<file path="src/rtl/audio_pkg.sv">
// Shared constants and FSM encoding for the microphone level path.
package audio_pkg;

  // Sample value for silence (12-bit offset-binary mic stream).
  localparam int unsigned MIDPOINT  = 2048;
  // Largest representable 6-bit volume level.
  localparam int unsigned LEVEL_MAX = 63;

  typedef enum logic [1:0] {
    ACCUM  = 2'd0,
    CALC   = 2'd1,
    UPDATE = 2'd2
  } state_t;

endpackage

</file>
<file path="src/rtl/mic_volume_meter_if.sv">
// Sample stream in, smoothed level out.
interface mic_volume_meter_if #(
  parameter int unsigned SAMPLE_W = 12,
  parameter int unsigned LEVEL_W  = 6
);
  logic                sample_valid;
  logic [SAMPLE_W-1:0] mic_in;
  logic                freeze;
  logic [LEVEL_W-1:0]  volume_level;
  logic                level_update;
  logic [SAMPLE_W-1:0] peak_raw;

  // Sample source / level consumer side.
  modport master (
    output sample_valid, mic_in, freeze,
    input  volume_level, level_update, peak_raw
  );

  // Meter side.
  modport slave (
    input  sample_valid, mic_in, freeze,
    output volume_level, level_update, peak_raw
  );
endinterface

</file>
<file path="src/rtl/mic_peak_window.sv">
// Windowed peak accumulator: tracks the maximum sample over a fixed number of
// accepted samples and publishes it when the window closes.
module mic_peak_window #(
  parameter int unsigned SAMPLE_W       = 12,
  parameter int unsigned WINDOW_SAMPLES = 4000
) (
  input  logic                clk,
  input  logic                rst_n,
  input  logic                sample_valid_i,
  input  logic [SAMPLE_W-1:0] mic_in_i,
  output logic [SAMPLE_W-1:0] peak_raw_o,
  output logic                window_done_o
);
  localparam int unsigned CNT_W = $clog2(WINDOW_SAMPLES);
  localparam logic [CNT_W-1:0] LAST = CNT_W'(WINDOW_SAMPLES - 1);

  logic [SAMPLE_W-1:0] peak_acc_q, peak_acc_d;
  logic [SAMPLE_W-1:0] peak_raw_q, peak_raw_d;
  logic [CNT_W-1:0]    count_q, count_d;
  logic [SAMPLE_W-1:0] sample_max;
  logic                closing;

  // Next accumulator values; idle cycles leave everything untouched.
  always_comb begin
    sample_max = (mic_in_i > peak_acc_q) ? mic_in_i : peak_acc_q;
    closing    = sample_valid_i && (count_q == LAST);
    peak_acc_d = peak_acc_q;
    peak_raw_d = peak_raw_q;
    count_d    = count_q;
    if (closing) begin
      peak_raw_d = sample_max;
      peak_acc_d = '0;
      count_d    = '0;
    end else if (sample_valid_i) begin
      peak_acc_d = sample_max;
      count_d    = count_q + CNT_W'(1);
    end
  end

  // Accumulator registers; reset discards any partial window.
  always_ff @(posedge clk or negedge rst_n) begin
    if (!rst_n) begin
      peak_acc_q <= '0;
      peak_raw_q <= '0;
      count_q    <= '0;
    end else begin
      peak_acc_q <= peak_acc_d;
      peak_raw_q <= peak_raw_d;
      count_q    <= count_d;
    end
  end

  // Window end is flagged combinationally so the FSM leaves ACCUM on the
  // same edge that registers peak_raw, keeping the level two edges later.
  assign window_done_o = closing;
  assign peak_raw_o    = peak_raw_q;

endmodule

</file>
<file path="src/rtl/mic_volume_meter.sv">
// Microphone volume meter: windowed peak -> quantised level with fast attack
// and one-step-per-window decay, published with a one-cycle update pulse.
module mic_volume_meter #(
  parameter int unsigned SAMPLE_W       = 12,
  parameter int unsigned MIDPOINT       = audio_pkg::MIDPOINT,
  parameter int unsigned WINDOW_SAMPLES = 4000,
  parameter int unsigned LEVEL_SHIFT    = 5,
  parameter int unsigned LEVEL_W        = 6
) (
  input  logic           clk12p5mhz_clk,
  input  logic           rst_n,
  mic_volume_meter_if.slave bus
);
  import audio_pkg::*;

  localparam int unsigned LEVEL_SAT = (1 << LEVEL_W) - 1;
  localparam logic [SAMPLE_W-1:0] MID = SAMPLE_W'(MIDPOINT);

  state_t              state_q, state_d;
  logic [SAMPLE_W-1:0] peak_raw;
  logic                window_done;
  logic [SAMPLE_W-1:0] diff, scaled;
  logic [LEVEL_W-1:0]  raw_calc;
  logic [LEVEL_W-1:0]  raw_q, raw_d;
  logic [LEVEL_W-1:0]  volume_q, volume_d;
  logic                update_q, update_d;

  mic_peak_window #(
    .SAMPLE_W       (SAMPLE_W),
    .WINDOW_SAMPLES (WINDOW_SAMPLES)
  ) u_peak_window (
    .clk            (clk12p5mhz_clk),
    .rst_n          (rst_n),
    .sample_valid_i (bus.sample_valid),
    .mic_in_i       (bus.mic_in),
    .peak_raw_o     (peak_raw),
    .window_done_o  (window_done)
  );

  // Quantise the window peak above midpoint, saturating at the top level.
  always_comb begin
    diff   = peak_raw - MID;
    scaled = diff >> LEVEL_SHIFT;
    if (peak_raw <= MID) begin
      raw_calc = '0;
    end else if (scaled > SAMPLE_W'(LEVEL_SAT)) begin
      raw_calc = LEVEL_W'(LEVEL_SAT);
    end else begin
      raw_calc = scaled[LEVEL_W-1:0];
    end
  end

  // FSM state register.
  always_ff @(posedge clk12p5mhz_clk or negedge rst_n) begin
    if (!rst_n) begin
      state_q <= ACCUM;
    end else begin
      state_q <= state_d;
    end
  end

  // FSM next state.
  always_comb begin
    state_d = state_q;
    unique case (state_q)
      ACCUM:   if (window_done) state_d = CALC;
      CALC:    state_d = UPDATE;
      UPDATE:  state_d = ACCUM;
      default: state_d = ACCUM;
    endcase
  end

  // FSM outputs: latch the quantised level in CALC, smooth and publish in UPDATE.
  always_comb begin
    raw_d    = raw_q;
    volume_d = volume_q;
    update_d = 1'b0;
    unique case (state_q)
      CALC: raw_d = raw_calc;
      UPDATE: begin
        if (!bus.freeze) begin
          update_d = 1'b1;
          if (raw_q >= volume_q) begin
            volume_d = raw_q;
          end else begin
            volume_d = volume_q - LEVEL_W'(1);
          end
        end
      end
      default: ;
    endcase
  end

  // Level datapath registers.
  always_ff @(posedge clk12p5mhz_clk or negedge rst_n) begin
    if (!rst_n) begin
      raw_q    <= '0;
      volume_q <= '0;
      update_q <= 1'b0;
    end else begin
      raw_q    <= raw_d;
      volume_q <= volume_d;
      update_q <= update_d;
    end
  end

  assign bus.volume_level = volume_q;
  assign bus.level_update = update_q;
  assign bus.peak_raw     = peak_raw;

endmodule

</file>
<file path="src/flat_wrapper.sv">
// flat-port wrapper written by rule: the top's interface ports become plain ports
module mic_volume_meter_flat import audio_pkg::*;
#(
  parameter int unsigned SAMPLE_W       = 12,
  parameter int unsigned MIDPOINT       = audio_pkg::MIDPOINT,
  parameter int unsigned WINDOW_SAMPLES = 4000,
  parameter int unsigned LEVEL_SHIFT    = 5,
  parameter int unsigned LEVEL_W        = 6
)
  (clk12p5mhz_clk, rst_n, bus_sample_valid, bus_mic_in, bus_freeze, bus_volume_level, bus_level_update, bus_peak_raw);
  mic_volume_meter_if #(.SAMPLE_W(SAMPLE_W), .LEVEL_W(LEVEL_W)) bus_i ();
  input  logic clk12p5mhz_clk;
  input  logic rst_n;
  input wire logic [$bits(bus_i.sample_valid)-1:0] bus_sample_valid;
  input wire logic [$bits(bus_i.mic_in)-1:0] bus_mic_in;
  input wire logic [$bits(bus_i.freeze)-1:0] bus_freeze;
  output wire logic [$bits(bus_i.volume_level)-1:0] bus_volume_level;
  output wire logic [$bits(bus_i.level_update)-1:0] bus_level_update;
  output wire logic [$bits(bus_i.peak_raw)-1:0] bus_peak_raw;
  assign bus_i.sample_valid = bus_sample_valid;
  assign bus_i.mic_in = bus_mic_in;
  assign bus_i.freeze = bus_freeze;
  assign bus_volume_level = bus_i.volume_level;
  assign bus_level_update = bus_i.level_update;
  assign bus_peak_raw = bus_i.peak_raw;
  mic_volume_meter #(.SAMPLE_W(SAMPLE_W), .MIDPOINT(MIDPOINT), .WINDOW_SAMPLES(WINDOW_SAMPLES), .LEVEL_SHIFT(LEVEL_SHIFT), .LEVEL_W(LEVEL_W)) u_core (.clk12p5mhz_clk(clk12p5mhz_clk), .rst_n(rst_n), .bus(bus_i));
endmodule
</file>
<file path="config.mk">
export PLATFORM = sky130hd
export DESIGN_NAME = mic_volume_meter_flat
export DESIGN_NICKNAME = d
export VERILOG_FILES = /design/src/rtl/audio_pkg.sv /design/src/rtl/mic_volume_meter_if.sv /design/src/rtl/mic_peak_window.sv /design/src/rtl/mic_volume_meter.sv /design/src/flat_wrapper.sv
export SDC_FILE = /design/constraint.sdc
export NUM_CORES = 1
export LEC_CHECK = 0
export CAP_MARGIN = 20
export CORE_MARGIN = 2
export CORE_UTILIZATION = 25
export DETAILED_ROUTE_END_ITERATION = 8
export PLACE_DENSITY_LB_ADDON = 0.15
export SYNTH_ARGS = -nofsm -noshare
export SYNTH_HDL_FRONTEND = slang
export SYNTH_HIERARCHICAL = 1
export SYNTH_SLANG_ARGS = --single-unit
export TNS_END_PERCENT = 10
</file>
<file path="constraint.sdc">
create_clock -name clk12p5mhz_clk -period 3.17 [get_ports clk12p5mhz_clk]
set_clock_uncertainty 0.05 [all_clocks]
set_input_delay 0.634 -clock clk12p5mhz_clk [delete_from_list [all_inputs] [get_ports clk12p5mhz_clk]]
set_output_delay 0.634 -clock clk12p5mhz_clk [all_outputs]
set_load 0.005 [all_outputs]
</file>
==> metrics.txt, run 1 <==
initial antenna violation count 0; Setup CP Type input pin to flop; Vias per Instance 4.64; CTS tree done; largest net degree at the start of global routing 32; Syn. warnings 6; GRT Util Overall 11.5%; worst endpoint required time approximately 3400 ps; clk_lat worst skew 300 ps; VDD IR max 0.200 mV; P_sw between 500 and 600 µW; row cnt 38; synthesized flop and latch total 51; die area roughly 12,000 µm²; Post-CTS Setup Bufs 0; Sw Ratio 30.7%; Core ar. 10,700 µm²; power per cell area 528 nW/µm²; Yosys cell types 47; Synth Instances 261; PostCTS Resize Cnt 0; Post-CTS Hold Buffers 0; Inst Count DP 437; H-tree levels 2; Flop pwr share 49.6%; max-cap check violation count 0; fmax about 0.35 GHz; post-synth design cell area ~2700 µm²; Top Usage Layer GRT met2; Post-Layout Cell Count 444; grt met2 use roughly a fifth; number of enable flip-flop cells after synthesis 0; Detailed Place HPWL approximately 4.4 mm; WP data arrival between 3000 and 4000 ps; Slew Viols, Final 0; Async SR Flop Fraction 100%; Seq/Total Area, Yosys a little under half; number of fill cells in the layout between 1,000 and 1,500; Critical Path Start Type input pin; Inserted Diodes 0; synthesized net count 297; total grt overflow 0; Root Driver clkbuf_8; vias in the first global route about 2,100; Final setup viols 0; Worst R2R Start u_core/u_peak_window/peak_acc_q[1]; initial DRC count 71; biggest area consumer among synthesized cells dfrtp_1; R2R depth 8; Worst R2R Setup Slack 680 ps; # clock sinks just over 50; io pins 35; total CTS buffers 5; Worst Hold Class input pin to asynchronous set/reset pin; Finished Core Util 31.2%; Post-Route WL 6.09 mm; RSZ-0062 raised after global routing no; die span in x 108 µm; Clock power frac approximately a quarter; Crit. End Element flop; CTS clk-pin slew, worst paths 90 ps; port bufs 34; syn_area_per_cell 10.4 µm²; vias a little over 2,000; Worst Setup SP bus_mic_in[1]; worst-margin pin slew between 900 and 1000 ps; M3 GR Usage 2.35%; Slew headroom 33.7%; M1 GR Usage 15.4%; Initial Util between 20% and 30%; Initial DRT Pass Iterations 4; share of cells above drive strength 1 13.2%; top post-synthesis cells by area dfrtp_1 47%, ha_1 9.2%, o221a_1 5.0%, a22o_1 4.2%, nand2_1 3.4%; first-pass GRT wire length 10.5 mm; Area Growth Syn to Fin 23.0%; routed length per placed instance 13.7 µm; Hold Violations, Final 0; FF-to-FF End u_core/u_peak_window/peak_acc_q[3]; Final Critical Period roughly 2800 ps; Leakage about 1.6 nW; Final Cycle Share 89.0%; Longest Clk Path Bufs 2; internal power 1.23 mW; Die Y 108 µm; outcome completed; Yosys top cell area share 46.9%; Top FF cell, synth dfrtp_1; crit-path max FO 12; RePlAce Congestion 0.769; Nets 340; drc violations 0; Final ANT Viol Nets 0; Logic pwr share 25.0%
[worst max-delay path by stage]
stage / endpoint / slack (ps) / depth (start not counted)
2_1_floorplan: u_core/u_peak_window/peak_raw_o[10] / 880 / 8
3_3_place_gp: u_core/u_peak_window/peak_acc_q[0] / 60 / 7
3_5_place_dp: u_core/u_peak_window/peak_acc_q[1] / -10 / 7
4_1_cts: u_core/u_peak_window/peak_acc_q[11] / 320 / 7
5_1_grt: u_core/u_peak_window/peak_acc_q[3] / 140 / 7
6_report: u_core/u_peak_window/peak_acc_q[3] / 350 / 8
[worst max-delay path, cell delays in order]
cell             delay [ps]
clkdlybuf4s50_1         430
ha_1                    310
nor2b_1                 130
o211ai_1                 90
a211oi_1                300
o31ai_1                 170
nor3b_2                 700
a22o_1                  260
[area by class of cell]
| type | count | area, µm² | share of cell area, % |
|---|---|---|---|
| timing repair buffer | 46 | 425 | 12.7 |
| tap | 140 | 175 | 5.23 |
| inverter | 22 | 82.6 | 2.47 |
| sequential | 51 | 1280 | 38.1 |
| multi-input combinational | 178 | 1290 | 38.4 |
| clock buffer | 6 | 72.6 | 2.17 |
| clock inverter | 1 | 30.0 | 0.897 |
[cell usage in the layout, fill, tap and decap left out, types with 2 or more instances in the layout]
master	instances
dfrtp_1	51
clkdlybuf4s50_1	33
nand2_1	25
inv_1	21
ha_1	20
a22o_1	13
a21oi_1	12
nand3_1	12
buf_4	12
or2_2	12
o221a_1	12
nor2_1	11
o21ai_0	9
clkbuf_8	5
nand2b_1	5
nand4_1	5
xnor2_1	4
or3_1	3
a21o_1	3
xor2_1	3
nor3_1	2
a22oi_1	2
o211ai_1	2
nand2_2	2
[routing by layer]
| layer | vias to the layer above | share of wire [%] |
|---|---|---|
| li1 | 1020 | - |
| met4 | 0 | 1.2 |
| met2 | 39 | 46 |
| met1 | 992 | 49 |
| met5 | - | 0 |
| met3 | 7 | 3.9 |
[sequential cells by signal, summed over array words and instances (netlist names)]
name / flops
u_core/u_peak_window/count_q: 12
u_core/bus.volume_level: 6
u_core/u_peak_window/peak_acc_q: 12
u_core/bus.level_update: 1
u_core/raw_q: 6
u_core/state_q: 2
u_core/u_peak_window/peak_raw_o: 12
[metrics by stage]
| step | power [mW] | hold slack, ps | area [µm²] | TNS (ps) | setup slack, ps |
|---|---|---|---|---|---|
| final | 1.77 | 332 | 3350 | 0 | 348 |
| after global routing | 1.93 | 372 | 3350 | 0 | 142 |
| after CTS | 1.80 | 355 | 3350 | 0 | 317 |
| after detailed placement | 1.34 | 386 | 3250 | -54.1 | -12.8 |
| after global placement | 1.34 | 376 | 3250 | 0 | 55.7 |
| after floorplan | 1.19 | 288 | 2720 | 0 | 880 |
[power by group through the flow]
stage / Clock [mW] / Combinational, mW / Sequential [mW]
after CTS: 0.470 / 0.456 / 0.878
after detailed placement: 0 / 0.454 / 0.889
after floorplan: 0 / 0.333 / 0.857
after global placement: 0 / 0.451 / 0.891
final: 0.448 / 0.443 / 0.878
after global routing: 0.494 / 0.530 / 0.901
[synthesized netlist by cell type, types with 2 or more instances]
cell and n:
a21o_1 3, a21oi_1 12, a22o_1 13, a22oi_1 2, buf_2 4, buf_6 4, dfrtp_1 51, ha_1 20
inv_1 21, nand2_1 25, nand2_2 2, nand2b_1 5, nand3_1 12, nand4_1 5, nor2_1 11, nor3_1 2
o211ai_1 2, o21ai_0 9, o221a_1 12, or2_2 12, or3_1 3, xnor2_1 4, xor2_1 3
[logic make-up (layout without fill, tap and decap cells)]
family	count (synthesis)	after routing	synth area share (%)
compound gates	63	63	17.9
xor+xnor	7	7	2.25
fa+ha+maj	20	20	9.19
buf+inv	32	75	5.84
flops	51	51	46.9
mux	2	2	0.781
simple gates	86	86	17.1
Note: power is estimated with default switching activity, not from simulation.
==> inputs of run 2 (changes only) <==
--- a/config.mk
+++ b/config.mk
@@ -9,6 +9,8 @@
 export CORE_MARGIN = 2
 export CORE_UTILIZATION = 25
 export DETAILED_ROUTE_END_ITERATION = 8
+export GPL_ROUTABILITY_DRIVEN = 0
+export MAX_ROUTING_LAYER = met4
 export PLACE_DENSITY_LB_ADDON = 0.15
 export SYNTH_ARGS = -nofsm -noshare
 export SYNTH_HDL_FRONTEND = slang
==> metrics.txt, run 2 (synthesis gave the netlist of run 1 again) <==
Inst Count DP 437; Setup CP Type input pin to flop; worst path bufs/invs 1; GRT Util Overall a little under an eighth; Post-Route WL roughly 6 mm; Longest Clk Path Bufs 2; Final setup viols 0; die span in x about 110 µm; CP delay by family, top simple AND/OR/NAND/NOR gates; Hold WS 333 ps; M3 GR Usage 2.23%; PostCTS Resize Cnt 0; drc violations 0; final setup TNS 0 ps; max-cap check violation count 0; crit-path max FO 12; Leakage 1.56 nW; VDD IR max approximately 0.20 mV; commonest non-fill, non-tap cells in the layout 51 x dfrtp_1, 33 x clkdlybuf4s50_1, 25 x nand2_1; Initial DRT Pass Iterations 4; largest net degree at the start of global routing 32; Final Critical Period between 2000 and 3000 ps; # clock sinks 51; io pins 35; row cnt 38; outcome completed; die area 11,700 µm²; Post-CTS Setup Bufs 0; Post-CTS Hold Buffers 0; Vias per Instance approximately 4.6; Finished Core Util 31.2%; Slew headroom around a third; power per cell area 528 nW/µm²; Area Growth Syn to Fin 23.0%; number of fill cells in the layout ~1,200; initial antenna violation count 0; vias 2,046; Crit. End Element flop; port bufs 34; CP cell instances clkdlybuf4s50_1 > ha_1 > nor2b_1 > o211ai_1 > a211oi_1 > o31ai_1 > nor3b_2 > a22o_1; RSZ-0062 raised after global routing no; fmax ~0.35 GHz; Top Usage Layer GRT met2; Inserted Diodes 0; share of cells above drive strength 1 13.2%; initial DRC count 73; Root Driver clkbuf_8; Post-Layout Cell Count 444; H-tree levels 2; Placed Instance Area 3250 µm²; Nets 340; Final Cycle Share 89.0%; routed length per placed instance roughly 14 µm; Worst Hold Class input pin to asynchronous set/reset pin; first-pass GRT wire length 10.5 mm; worst-margin pin slew 995 ps; Core ar. 10,700 µm²; total CTS buffers 5; Initial Util around 25%; WP data arrival around 3000 ps; Slew Viols, Final 0; clk_lat worst skew 300 ps; total grt overflow 0; M1 GR Usage 15.5%; CTS clk-pin slew, worst paths 90 ps; finished layout cell area 3350 µm²; slowest stage delay, CP 700 ps; Detailed Place HPWL 4.44 mm; worst endpoint required time 3360 ps; Hold Violations, Final 0; grt met2 use 18.8%; Critical Path Start Type input pin; CTS tree done; vias in the first global route 2,129; Die Y 108 µm; slowest CP cell nor3b_2; Final ANT Viol Nets 0; most common cell after layout, fill and taps aside dfrtp_1
[run 2: where the power goes]
part	internal [mW]	switching, mW
logic	0.228	0.215
clock network	0.232	0.215
registers	0.765	0.113
total	1.23	0.543
[run 2: stage by stage]
step	power, mW	worst slack, ps
3_5_place_dp	1.34	-12.8
2_1_floorplan	1.19	880
6_report	1.77	348
4_1_cts	1.80	317
3_3_place_gp	1.34	55.7
5_1_grt	1.93	142
[run 2: worst reg2reg max path, delay by kind of cell (launching register included)]
family	cells	cell delay, ps
fa+ha+maj	1	280
simple gates	2	830
buf+inv	1	60
flops	1	400
compound gates	4	820
[run 2: worst paths after layout]
| check | end | slack [ps] | start | cells after the start |
|---|---|---|---|---|
| max reg2reg | u_core/u_peak_window/peak_acc_q[3] | 680 | u_core/u_peak_window/peak_acc_q[1] | 8 |
| max in group asynchronous | u_core/u_peak_window/peak_acc_q[9] | 2090 | rst_n | 2 |
| min | u_core/u_peak_window/count_q[1] | 330 | rst_n | 1 |
| min in group clk12p5mhz_clk | u_core/state_q[0] | 400 | u_core/state_q[1] | 1 |
| max | u_core/u_peak_window/peak_acc_q[3] | 350 | bus_mic_in[1] | 8 |
| min reg2reg | u_core/state_q[0] | 400 | u_core/state_q[1] | 1 |
[run 2: cell type report]
cell class	instances	area (µm²)	area share (%)
tap	140	175	5.23
multi-input combinational	178	1290	38.4
clock buffer	6	72.6	2.17
inverter	22	82.6	2.47
timing repair buffer	46	425	12.7
sequential	51	1280	38.1
clock inverter	1	30.0	0.897
[run 2: layer usage]
| metal | wire, µm | part of all wire, % | up-vias |
|---|---|---|---|
| met2 | 2790 | 46 | 38 |
| met4 | 68 | 1.1 | 0 |
| met5 | 0 | 0 | - |
| li1 | - | - | 1020 |
| met1 | 3010 | 49 | 981 |
| met3 | 230 | 3.8 | 7 |
==> patch 1, RTL diff (flow settings as in run 2) <==
Encoding of `state_t`: now one-hot (3 bits for 3 states).
--- a/src/rtl/audio_pkg.sv
+++ b/src/rtl/audio_pkg.sv
@@ -6,10 +6,10 @@
   // Largest representable 6-bit volume level.
   localparam int unsigned LEVEL_MAX = 63;
 
-  typedef enum logic [1:0] {
-    ACCUM  = 2'd0,
-    CALC   = 2'd1,
-    UPDATE = 2'd2
+  typedef enum logic [2:0] {
+    ACCUM  = 3'b001,
+    CALC   = 3'b010,
+    UPDATE = 3'b100
   } state_t;
 
 endpackage
Behaviour: no difference found for any inputs over 10 cycles, from zero or initial values and one cycle with rst_n low; not proved beyond that.
==> patch 1 against run 2 <==
Worst setup slack got worse by 0.018 ns; synthesized area increased by 1.6%; wire length decreased by 1.3%; sequential share of layout area increased by 0.87 points; critical endpoint is now u_core/u_peak_window/peak_acc_q[11]; power decreased by 3.2%; sequential cell count increased by 1; final area decreased by 0.22%; clock power decreased by 13%.
==> patch 1: results (changes against run 2) <==
- Outcome: finished, final reports clean
- The post-synthesis mux area share is 0.00769 (-0.000124).
- Net count after synthesis: 301 (+1.3%)
- Highest cell delay on the worst timing path: 0.72 ns (+0.02 ns)
- The arrival time reported for the critical path endpoint is 3.03 ns (+0.02 ns).
- Transition at the pin with the smallest max-transition slack: 0.859 ns (-0.136 ns)
- The detailed-route wire length was 6010 microns (-1.3%).
- The number of distinct standard cells referenced by the synthesized netlist was 49 (+4.3%).
- The post-placement cell area is 0.00325 sq mm (+0.15%).
- The wire length of the first global-routing pass was 10,100 microns (-3.8%).
* Xor and xnor area share after synthesis: 0.0222 (-0.000356)
- The worst-case vdd ir drop is 201 uV (+0.70%).
* Via count of the first global-routing pass: 2,035 (-4.4%)
- Placed Instances: 436 (-0.23%)
* Portion of the post-synthesis area used by sequential elements: 0.471 (+0.00208)
- Leakage Power: 1.57 nW (+0.39%)
* Worst-case setup slack after placement: -0.00962 ns (+0.00317 ns)
* Overall fraction of global-route tracks in use: 0.113 (-0.00609)
- The commonest cells after synthesis are sky130_fd_sc_hd__dfrtp_1, sky130_fd_sc_hd__nand2_1, sky130_fd_sc_hd__ha_1, sky130_fd_sc_hd__inv_1, sky130_fd_sc_hd__nor2_1.
- The compound-cell area share of the yosys netlist is 0.165 (-0.0146).
- The layout net count was 339 (-0.29%).
- Routed wire length per instance: 13.5 microns (-1.3%)
- Tracing the worst setup path back leads to its startpoint at bus_mic_in[11].
* Horizontal die dimension: 109 microns (+0.78%)
- STA classifies the critical path startpoint as an input pin.
- The number of vias per cell was 4.57 (-0.78%).
- Share of cells above drive strength 1: 0.122 (-0.00987)
- The synthesized instance count was 265 (+1.5%).
## patch 1: changes by cell type in the layout (fill, tap and decap cells not counted), moves of 3 or more
cell                       change
sky130_fd_sc_hd__buf_4         -5
sky130_fd_sc_hd__nor2_1        +4
sky130_fd_sc_hd__nand2b_1      -3
sky130_fd_sc_hd__o21ai_0       -3
## patch 1: power by group
part | switching [W] | leakage (nW) | total (W) | internal [W]
clock network | 0.000212 | 0.0455 | 0.000390 | 0.000179
logic | 0.000213 | 0.849 | 0.000434 | 0.000221
registers | 0.000109 | 0.672 | 0.000887 | 0.000778
total | 0.000534 | 1.57 | 0.00171 | 0.00118
## patch 1: cells by family after synthesis
logic type / Yosys count
AOI/OAI and AO/OA: 57
xor gates and xnor gates: 7
adders and majority gates: 20
buffers and inverters: 32
DFF: 52
muxes: 2
and+or+nand+nor: 95
## patch 1: routing by layer
layer | vias up | GRT usage | share of wire
li1 | 1026 | - | -
met1 | 961 | 0.149 | 0.50
met2 | 36 | 0.178 | 0.46
met3 | 7 | 0.0215 | 0.028
met4 | 0 | 0.0298 | 0.011
met5 | - | - | 0
## patch 1: path summary, 6_finish.rpt
| kind | depth (start not counted) | slack, ns | endpoint |
|---|---|---|---|
| setup / recovery | 7 | 0.33 | u_core/u_peak_window/peak_acc_q[11] |
| hold / removal | 1 | 0.33 | u_core/bus.volume_level[1] |
| setup reg to reg | 8 | 0.72 | u_core/u_peak_window/peak_acc_q[11] |
| hold reg to reg | 1 | 0.42 | u_core/state_q[1] |
| max in group asynchronous | 2 | 2.04 | u_core/state_q[0] |
| min in group clk12p5mhz_clk | 1 | 0.42 | u_core/state_q[1] |
## patch 1: layout make-up
class	count	area [sq um]
fillers	1157	7500
flip-flops and latches	52	1300
multi-input cells	181	1300
repair buffers	41	388
well taps	140	175
clock buffers	8	90.1
inverters	22	83.8
==> patch 2, RTL diff (flow settings as in run 2) <==
Made on the original files. `WINDOW_SAMPLES` is set to 4000 in 3 places; all go to 2000.
--- a/src/rtl/mic_peak_window.sv
+++ b/src/rtl/mic_peak_window.sv
@@ -2,7 +2,7 @@
 // accepted samples and publishes it when the window closes.
 module mic_peak_window #(
   parameter int unsigned SAMPLE_W       = 12,
-  parameter int unsigned WINDOW_SAMPLES = 4000
+  parameter int unsigned WINDOW_SAMPLES = 2000
 ) (
   input  logic                clk,
   input  logic                rst_n,
--- a/src/rtl/mic_volume_meter.sv
+++ b/src/rtl/mic_volume_meter.sv
@@ -3,7 +3,7 @@
 module mic_volume_meter #(
   parameter int unsigned SAMPLE_W       = 12,
   parameter int unsigned MIDPOINT       = audio_pkg::MIDPOINT,
-  parameter int unsigned WINDOW_SAMPLES = 4000,
+  parameter int unsigned WINDOW_SAMPLES = 2000,
   parameter int unsigned LEVEL_SHIFT    = 5,
   parameter int unsigned LEVEL_W        = 6
 ) (
--- a/src/flat_wrapper.sv
+++ b/src/flat_wrapper.sv
@@ -3,7 +3,7 @@
 #(
   parameter int unsigned SAMPLE_W       = 12,
   parameter int unsigned MIDPOINT       = audio_pkg::MIDPOINT,
-  parameter int unsigned WINDOW_SAMPLES = 4000,
+  parameter int unsigned WINDOW_SAMPLES = 2000,
   parameter int unsigned LEVEL_SHIFT    = 5,
   parameter int unsigned LEVEL_W        = 6
 )
Behaviour: same outputs for any inputs over 10 cycles, from zero or initial values and one cycle with rst_n low; that may be too few to reach the edited logic, so the function may still have changed.
==> patch 2 against run 2 <==
Combinational power increased by 5.6%; sequential cell count decreased by 1; non-clock buffer count increased by 10; final area is 2.4% higher; synthesized cell count is 3.8% higher; worst setup slack got worse by 0.16 ns; synthesized area is 0.37% lower; wire length increased by 1.9%; power up 2.2%; largest cell class unchanged; highest routed layer unchanged; count of clock-buffer cells in the layout stayed put.
==> patch 2: results (changes against run 2) <==
- The largest fanout on the critical path came to 8 (-4).
- The number of distinct standard cells referenced by the synthesized netlist came to 44 (-6.4%).
- Compound-gate portion of the synthesized area: 0.177 (-0.00257)
- The share of the synthesized netlist area taken by xor and xnor gates came to 0.0258 (+0.00331).
- The count of plain and timing-repair buffers is 56 (+22%).
- The met2 track utilization from global routing came to 0.195 (+0.00629).
- Grouping stages by cell kind, the critical path spends the most delay in compound AO/OA/AOI/OAI gates.
* Avg Vias per Cell: 4.49 (-2.5%)
* Area of the multi-input gates: 0.00130 sq mm (+1.2%)
- Final cell count without fillers: 463 (+4.3%)
* Transition at the pin with the smallest max-transition slack: 0.957 ns (-0.0379 ns)
- The register bit total from synthesis came to 50 (-2.0%).
- The run finished with clean final reports.
- The number of multi-input logic gates is 187 (+5.1%).
* CP arrival: 3.18 ns (+0.17 ns)
- Post-DP HPWL: 4550 microns (+2.4%)
- Adder and majority gate portion of the synthesized area: 0.0923 (+0.000339)
* Number of instances in the synthesized netlist: 271 (+3.8%)
- Worst r2r src: u_core/u_peak_window/peak_acc_q[7]
- The pin count of the biggest net entering global routing is 51 (+59%).
* DR WL met2: 2920 microns (+4.8%)
* First-pass GRT wire length: 10,600 microns (+0.86%)
* Count of inverters not on the clock network in the layout: 23 (+4.5%)
- The minimum setup slack among reg-to-reg paths came to 0.59 ns (-0.09 ns).
- Grt met1 use: 0.153 (-0.00209)
- Total met3 wirelength after detailed routing: 197 microns (-14%)
- Leading post-synthesis cells by cell area: sky130_fd_sc_hd__dfrtp_1, sky130_fd_sc_hd__ha_1, sky130_fd_sc_hd__nand2_1
- The detailed-route wire length was 6210 microns (+1.9%).
- The slowest stage of the critical path is the sky130_fd_sc_hd__a31oi_1 cell.
- The routing usage on met3 was 0.0199 (-0.00241).
* Sequential share of cell area: 0.365 (-0.0161)
- Multiplexer share of the synthesized area: 0.00784 (+0.0000288)
* Leakage Power: 1.58 nW (+1.4%)
- The worst-case vdd ir drop came to 224 uV (+12%).
- Hold_ws: 0.381 ns (+0.0481 ns)
- The routed length on met1 is 3020 microns (+0.40%).
- Initial DRC count: 42 (-42%)
* Most used standard cells in the synthesized netlist: sky130_fd_sc_hd__dfrtp_1, sky130_fd_sc_hd__nand2_1, sky130_fd_sc_hd__inv_1
patch 2: cell types whose count changed in the layout (fill, tap and decap cells not counted), sizes merged, moves of 7 or more:
cell / run 2 / this run
nand2b: 5 / 12
or2: 12 / 0
a22o: 13 / 0
buf: 13 / 23
nand2: 27 / 39
o2bb2ai: 0 / 12
patch 2: through the flow:
| step | instance area, sq um | utilization | setup WS (ns) |
|---|---|---|---|
| floorplan | 2710 | - | 0.903 |
| global placement | 3320 | 0.310 | -0.106 |
| detailed placement | 3320 | 0.310 | -0.156 |
| CTS | 3430 | 0.320 | 0.170 |
| global route | 3430 | 0.320 | 0.0585 |
| finish | 3430 | 0.320 | 0.191 |
patch 2: worst max-delay path by stage:
| stage | startpoint | endpoint | slack, ns | cells past startpoint |
|---|---|---|---|---|
| finish | bus_mic_in[11] | u_core/u_peak_window/peak_raw_o[5] | 0.19 | 7 |
| global route | bus_mic_in[11] | u_core/u_peak_window/peak_raw_o[5] | 0.06 | 7 |
| CTS | bus_mic_in[11] | u_core/u_peak_window/peak_raw_o[5] | 0.17 | 7 |
| detailed placement | bus_mic_in[11] | u_core/u_peak_window/peak_raw_o[4] | -0.16 | 7 |
| global placement | bus_mic_in[7] | u_core/u_peak_window/peak_raw_o[7] | -0.11 | 8 |
| floorplan | bus_mic_in[7] | u_core/u_peak_window/peak_raw_o[10] | 0.90 | 7 |
patch 2: where the power goes:
part	total (W)	leakage, nW	switching (W)	internal [W]
Sequential	0.000861	0.643	0.000108	0.000752
Combinational	0.000468	0.882	0.000240	0.000228
Clock	0.000477	0.0573	0.000224	0.000253
Total	0.00181	1.58	0.000573	0.00123
